$ cat config.mk
export PLATFORM = sky130hd
export DESIGN_NAME = dac_frame_scheduler
export DESIGN_NICKNAME = d
export VERILOG_FILES = /design/src/rtl/dac_sched_pkg.sv /design/src/rtl/rr_arbiter.sv /design/src/rtl/dac_frame_scheduler.sv
export SDC_FILE = /design/constraint.sdc
export NUM_CORES = 1
export LEC_CHECK = 0
export BUFFER_PORTS_ARGS = -buffer_cell sky130_fd_sc_hd__buf_2
export CAP_MARGIN = 20
export CORE_AREA = 2 2 89 91
export DETAILED_ROUTE_END_ITERATION = 7
export DIE_AREA = 0 0 91 93
export GPL_ROUTABILITY_DRIVEN = 0
export PLACE_DENSITY = 0.84
export SYNTH_ARGS = -nofsm -noshare
export SYNTH_HDL_FRONTEND = slang
export SYNTH_SLANG_ARGS = --single-unit
$ cat constraint.sdc
create_clock -name aclk -period 4 [get_ports aclk]
set_input_delay 0.4 -clock aclk [delete_from_list [all_inputs] [get_ports aclk]]
set_output_delay 0.4 -clock aclk [all_outputs]
set_load 0.05 [all_outputs]
$ cat src/rtl/dac_sched_pkg.sv
// dac_sched_pkg: shared types, defaults and helpers for the DAC frame scheduler
package dac_sched_pkg;

    typedef enum logic {
        OFF = 1'b0,
        RUN = 1'b1
    } state_t;

    localparam logic [15:0] MIDSCALE_DEFAULT = 16'h8000;
    localparam logic [15:0] CNT_MAX          = 16'hFFFF;

    // The serializer needs DW+1 cycles per frame, so shorter periods are clamped
    function automatic logic [31:0] MIN_DIV(input logic [31:0] rate_div, input int dw);
        return (rate_div < 32'(dw + 1)) ? 32'(dw + 1) : rate_div;
    endfunction

    function automatic logic [15:0] sat_inc(input logic [15:0] v);
        return (v == CNT_MAX) ? v : v + 16'd1;
    endfunction

endpackage

$ cat src/rtl/rr_arbiter.sv
// rr_arbiter: combinational round-robin pick starting just after the last grant
module rr_arbiter #(
    parameter int NREQ = 2
) (
    input  logic [NREQ-1:0] req,
    input  logic [2:0]      last_grant,
    output logic [NREQ-1:0] gnt,
    output logic [2:0]      gnt_idx
);

    localparam int IW = (NREQ > 1) ? $clog2(NREQ) : 1;

    logic [IW-1:0] idx;
    logic          found;

    // Walk the requesters from last_grant+1 around to last_grant; first hit wins
    always_comb begin
        gnt     = '0;
        gnt_idx = last_grant;
        found   = 1'b0;
        idx     = '0;
        for (int k = 1; k <= NREQ; k++) begin
            idx = IW'((int'(last_grant) + k) % NREQ);
            if (!found && req[idx]) begin
                gnt[idx] = 1'b1;
                gnt_idx  = 3'(idx);
                found    = 1'b1;
            end
        end
    end

endmodule

$ cat src/rtl/dac_frame_scheduler.sv
// dac_frame_scheduler: paces frames and sources samples for the serial DAC
module dac_frame_scheduler
    import dac_sched_pkg::*;
#(
    parameter int            NREQ     = 2,
    parameter int            DW       = 16,
    parameter int            DIV_W    = 16,
    parameter logic [DW-1:0] MIDSCALE = DW'(MIDSCALE_DEFAULT)
) (
    input  logic               aclk,
    input  logic               areset_n,
    input  logic               en,
    input  logic [DIV_W-1:0]   rate_div,
    input  logic               mute,
    input  logic [NREQ-1:0]    req_valid,
    input  logic [NREQ*DW-1:0] req_data,
    output logic [NREQ-1:0]    req_ready,
    input  logic               dac_busy,
    output logic               dac_load,
    output logic [DW-1:0]      dac_data,
    output logic [2:0]         grant_id,
    output logic               underrun,
    output logic               overrun,
    output logic [15:0]        underrun_cnt,
    output logic [15:0]        overrun_cnt
);

    state_t           state, state_nx;
    logic [DIV_W-1:0] cnt;
    logic [DIV_W-1:0] eff_div;
    logic             tick, busy_tick, mute_tick, take, starve;
    logic [NREQ-1:0]  gnt;
    logic [2:0]       gnt_idx;

    assign eff_div = DIV_W'(MIN_DIV(32'(rate_div), DW));

    rr_arbiter #(.NREQ(NREQ)) u_arb (
        .req        (req_valid),
        .last_grant (grant_id),
        .gnt        (gnt),
        .gnt_idx    (gnt_idx)
    );

    // State register
    always_ff @(posedge aclk or negedge areset_n) begin
        if (!areset_n) state <= OFF;
        else           state <= state_nx;
    end

    // Next state and per-tick frame decision; busy beats mute beats data beats underrun
    always_comb begin
        state_nx  = en ? RUN : OFF;
        tick      = (state == RUN) && (cnt >= eff_div);
        busy_tick = tick && dac_busy;
        mute_tick = tick && !dac_busy && mute;
        take      = tick && !dac_busy && !mute && (|req_valid);
        starve    = tick && !dac_busy && !mute && !(|req_valid);
        req_ready = take ? gnt : '0;
    end

    // Rate divider: >= compare so a shrinking rate_div cannot skip the wrap
    always_ff @(posedge aclk or negedge areset_n) begin
        if (!areset_n) cnt <= '0;
        else           cnt <= (state == RUN && en && !tick) ? cnt + DIV_W'(1) : '0;
    end

    // Frame outputs land one cycle after the tick; underrun repeats the last sample
    always_ff @(posedge aclk or negedge areset_n) begin
        if (!areset_n) begin
            dac_load     <= 1'b0;
            dac_data     <= MIDSCALE;
            grant_id     <= 3'(NREQ - 1);
            underrun     <= 1'b0;
            overrun      <= 1'b0;
            underrun_cnt <= '0;
            overrun_cnt  <= '0;
        end else begin
            dac_load     <= mute_tick || take || starve;
            dac_data     <= mute_tick ? MIDSCALE : take ? req_data[int'(gnt_idx)*DW +: DW] : dac_data;
            grant_id     <= take ? gnt_idx : grant_id;
            underrun     <= starve;
            overrun      <= busy_tick;
            underrun_cnt <= starve ? sat_inc(underrun_cnt) : underrun_cnt;
            overrun_cnt  <= busy_tick ? sat_inc(overrun_cnt) : overrun_cnt;
        end
    end

endmodule
==> flow_summary.toml, run 1 <==
[timing]
clock_skew_ns = 0.0116
rsz0062_at_grt = "false"
tightest_slew_ns = 1.01
tns_ns = 0
period_needed_ns = 3.45
relSlewSlack = 0.328
setup_violations = 0
timing.final.crit_share = 0.863
fmax_mhz = 290
finalHoldViolations = 0
drv_slew = 0

[logic_synthesis]
ys_seq_area_frac = 0.464
synth_edf_count = 0
synth.distinct_cells = 47
syn_inst = 366
async_flop_share = 1.00
syn_area_um2 = 3830
synth_nets = 440
avgSynthCellArea_um2 = 10.5
synth_ff_type = "dfrtp_1"
synth-seq-cells = 71
synth_warnings = 0

[floorplanning]
pin_count = 111
die_h_um = 93
rows = 32
core_um2 = 7530
dieArea_um2 = 8460
die_w_um = 91
start_util = 0.509

[grt]
grt_use_total = 0.206
grt_max_degree = 42
grt_pass1_vias = 3081
antenna_found_initial = 0
grt_pass1_wl_mm = 14.0
overflow = 0

[clocking]
worstSkewPairLatency_ns = 0.35
clockBufferDepth = 2
cts_hold_buffers = 0
path_clk_slew_ns = 0.08
postCtsSetupRepairBufs = 0
cts_tree = "done"
post_cts_resize_count = 0
clkSinkCount = 71
clockRootBuffer = "clkbuf_8"
ctsHtreeMaxLevel = 3
cts_made_buffers = 9

[placed_design]
placed_cells = 569
hpwl_mm = 6.34
dpl_cell_area_um2 = 4460
portBuffers = 110

[power_and_ir_drop]
power_w = 0.00150
ir_worst_vdd_v = 0.000175
powerDensity_nw_per_um2 = 319
p_leak_nw = 2.50

[run_status]
status = "finished, final reports clean"

[worst_setup_path]
critical_path_class = "in2out"
cp_max_fo = 13
start_kind = "input pin"
required_ns = 3.60
crit_path_end_kind = "output pin"
arrival_ns = 3.05

[drt]
viasPerCell = 5.43
wire_per_inst_um = 14.4
drcViolationCount = 0
vias = 3173
wl_mm = 8.43
drt_iter0_drc = 129
drt_first_pass_iters = 4
postRouteAntennaNets = 0

[layout]
syn_to_final_growth_pct = 22.5
n_antenna_cell = 0
stdcell_count = 584
final_nets = 552
final_cell_mix = "110 x buf_2, 69 x dfrtp_1, 33 x nor2_1"
fillers = 642
design_area_um2 = 4690
layout_commonest_cell = "buf_2"
drive_gt1_frac = 0.301

[worst_hold_path]
min_path_type = "in2async"

[run]
drv_cap = 0
per-stage QoR:
step | utilization | hold slack [ns] | setup WS (ns)
after floorplan | - | 0.104 | 0.798
after global placement | 0.592 | 0.453 | 0.647
after detailed placement | 0.592 | 0.461 | 0.539
after CTS | 0.624 | 0.186 | 0.540
after global routing | 0.624 | 0.195 | 0.407
final | 0.624 | 0.173 | 0.547
layout make-up:
class / instances / area [µm²] / area share
Clock buffer: 10 / 128 / 0.0272
Clock inverter: 5 / 108 / 0.0229
Inverter: 19 / 71.3 / 0.0152
Multi-Input combinational cell: 263 / 1900 / 0.405
Sequential cell: 71 / 1780 / 0.379
Tap cell: 102 / 128 / 0.0272
Timing Repair Buffer: 114 / 581 / 0.124
cells by family after synthesis:
family	Yosys count	share of synthesized area
buffers and inverters	32	0.0408
xor gates and xnor gates	40	0.0914
adders and majority gates	19	0.0620
DFF	71	0.464
muxes	20	0.0535
AOI/OAI and AO/OA	43	0.102
and+or+nand+nor	141	0.186
final timing paths:
path                              start                to  slack (ns)  depth (start not counted)
max                        rate_div[14]      req_ready[0]        0.55                         12
min                            areset_n  underrun_cnt[13]        0.17                          1
max reg2reg                      cnt[1]  underrun_cnt[12]        1.32                          7
min reg2reg                dac_data[15]      dac_data[15]        0.47                          2
max in group asynchronous      areset_n      dac_data[15]        2.87                          2
min in group aclk                    en             state        0.21                          1
registers in the layout, indices dropped and copies added (netlist names):
name	flops
underrun	1
underrun_cnt	16
dac_data	16
state	1
cnt	16
dac_load	1
grant_id	3
overrun	1
overrun_cnt	16
synthesized netlist by cell type (2+ instances only):
| master | instances | area [µm²] |
|---|---|---|
| dfrtp_1 | 69 | 1730 |
| nor2_1 | 33 | 124 |
| nand2_1 | 29 | 109 |
| xor2_1 | 26 | 228 |
| nand3_1 | 21 | 105 |
| ha_1 | 19 | 238 |
| inv_1 | 19 | 71.3 |
| mux2i_1 | 16 | 160 |
| o2bb2ai_1 | 15 | 131 |
| xnor2_1 | 14 | 123 |
| nand4_1 | 13 | 81.3 |
| a21oi_1 | 11 | 55.1 |
| nor3_1 | 10 | 50.1 |
| nor4_1 | 9 | 56.3 |
| and3_1 | 8 | 50.1 |
| buf_2 | 5 | 25.0 |
| o21ai_0 | 4 | 20.0 |
| and2_1 | 3 | 18.8 |
| buf_6 | 3 | 33.8 |
| clkbuf_1 | 3 | 11.3 |
| mux2_2 | 3 | 33.8 |
| or3_1 | 3 | 18.8 |
| a31oi_1 | 2 | 12.5 |
| buf_4 | 2 | 15.0 |
| dfstp_2 | 2 | 52.6 |
| nor2b_1 | 2 | 12.5 |
| o311ai_4 | 2 | 52.6 |
report_power, final:
group / total [W] / internal, W / switching, W / leakage [nW]
logic: 0.0000927 / 0.0000398 / 0.0000529 / 1.40
clock network: 0.000684 / 0.000413 / 0.000271 / 0.117
registers: 0.000721 / 0.000719 / 0.00000210 / 0.982
routing by layer:
metal / vias to the layer above / global-route usage / wire, µm
li1: 1523 / - / -
met1: 1529 / 0.271 / 3730
met2: 105 / 0.340 / 4070
met3: 16 / 0.0346 / 462
met4: 0 / 0.0871 / 169
met5: - / 0 / 0
worst max-delay path: stages:
cell      delay, ns
buf_2          0.11
nor4_1         0.37
nand4_1        0.23
nand2_1        0.13
ha_1           0.25
nor2b_4        0.13
o211a_1        0.21
o311a_4        0.38
o31a_4         0.42
nand3b_1       0.14
nor2_1         0.07
buf_2          0.22
Note: power is estimated with default switching activity, not from simulation.
==> run 2: changes to the inputs <==
--- a/constraint.sdc
+++ b/constraint.sdc
@@ -3,2 +3,2 @@
 set_output_delay 0.4 -clock aclk [all_outputs]
-set_load 0.05 [all_outputs]
+set_load 0.1 [all_outputs]
==> run 2 against run 1 <==
Compared with the run above:
- sequential share of layout area up 0.10 points
- fmax down 2.0%
- final cell count up 0.17%
- hold slack worse by 0.020 ns
- non-clock buffer count unchanged
- largest cell class unchanged
- total power down 3.1%
- die area unchanged
- critical path depth unchanged
- clock power down 6.7%
- utilization down 0.17 points
==> flow_summary.toml, run 2 (synthesized netlist as in run 1, its figures left out) <==
[run_status]
status = "finished, final reports clean"

[worst_setup_path]
reg2reg_from = "cnt[1]"
required_ns = 3.60
critical_path_class = "in2out"
start_kind = "input pin"
r2r_slack_ns = 1.30
r2r_cells = 7
crit_path_end_kind = "output pin"
arrival_ns = 3.12
worstReg2RegEnd = "underrun_cnt[12]"
cp_max_fo = 13

[floorplanning]
pin_count = 111
rows = 32
die_h_um = 93
die_w_um = 91
start_util = 0.509
core_um2 = 7530
dieArea_um2 = 8460

[timing]
tns_ns = 0
clock_skew_ns = 0.00947
timing.final.crit_share = 0.881
tightest_slew_ns = 0.964
finalHoldViolations = 0
setup_violations = 0
relSlewSlack = 0.357
drv_slew = 0
period_needed_ns = 3.52
rsz0062_at_grt = "false"
fmax_mhz = 284

[clocking]
clockRootBuffer = "clkbuf_8"
worstSkewPairLatency_ns = 0.34
postCtsSetupRepairBufs = 0
cts_tree = "done"
post_cts_resize_count = 0
path_clk_slew_ns = 0.08
ctsHtreeMaxLevel = 3
clockBufferDepth = 2
cts_made_buffers = 9
clkSinkCount = 71
cts_hold_buffers = 0

[layout]
layout_commonest_cell = "buf_2"
n_antenna_cell = 0
final_cell_mix = "110 x buf_2, 69 x dfrtp_1, 33 x nor2_1"
drive_gt1_frac = 0.302
post-route-util = 0.622
final_nets = 552
syn_to_final_growth_pct = 22.2
stdcell_count = 585

[worst_hold_path]
min_path_type = "in2async"

[grt]
antenna_found_initial = 0
grt_pass1_wl_mm = 14.1
grt_use_total = 0.206
overflow = 0
grt_pass1_vias = 3079
grt_max_degree = 38

[run]
drv_cap = 0

[drt]
viasPerCell = 5.25
wl_mm = 8.33
vias = 3074
wire_per_inst_um = 14.2
drcViolationCount = 0
drt_first_pass_iters = 4
drt_iter0_drc = 55
postRouteAntennaNets = 0

[placed_design]
placed_cells = 569
hpwl_mm = 6.31
portBuffers = 110

[power_and_ir_drop]
ir_worst_vdd_v = 0.000191
p_leak_nw = 2.49
powerDensity_nw_per_um2 = 310
[run 2: report_power, final]
part / switching [W] / internal [W]
registers: 0.00000206 / 0.000719
clock network: 0.000269 / 0.000368
logic: 0.0000526 / 0.0000397
[run 2: layer usage]
metal	part of all wire	up-vias	track usage
li1	-	1521	-
met1	0.45	1461	0.270
met2	0.49	78	0.332
met3	0.048	14	0.0387
met4	0.019	0	0.0985
met5	0	-	0
[run 2: worst max-delay path by stage]
stage / endpoint / start / cells after the start / slack, ns
floorplan: req_ready[0] / rate_div[3] / 11 / 0.28
global placement: req_ready[1] / rate_div[15] / 11 / 0.57
detailed placement: req_ready[1] / rate_div[15] / 11 / 0.49
CTS: req_ready[1] / rate_div[15] / 11 / 0.48
global route: req_ready[0] / rate_div[15] / 12 / 0.25
finish: req_ready[0] / rate_div[15] / 12 / 0.48
[run 2: stage by stage]
step,instance area [µm²],setup WS [ns],hold slack (ns),power (W)
after floorplan,3830,0.275,0.104,0.000775
after global placement,4460,0.569,0.453,0.000825
after detailed placement,4460,0.489,0.456,0.000829
after CTS,4680,0.478,0.175,0.00147
after global routing,4680,0.254,0.183,0.00152
final,4680,0.476,0.153,0.00145
[run 2: area by class of cell]
type	count	area [µm²]
Inverter	19	71.3
Timing Repair Buffer	114	581
Clock inverter	5	81.3
Sequential cell	71	1780
Clock buffer	11	141
Fill cell	633	2850
Tap cell	102	128
Multi-Input combinational cell	263	1900
[run 2: critical path, stage by stage]
cell and delay [ns]:
buf_2 0.10, nor4_1 0.36, nand4_1 0.22, nand2_1 0.14, ha_1 0.25, nor2b_4 0.13
o211a_1 0.21, o311a_4 0.38, o31a_4 0.42, nand3b_1 0.14, nor2_1 0.07, buf_2 0.29
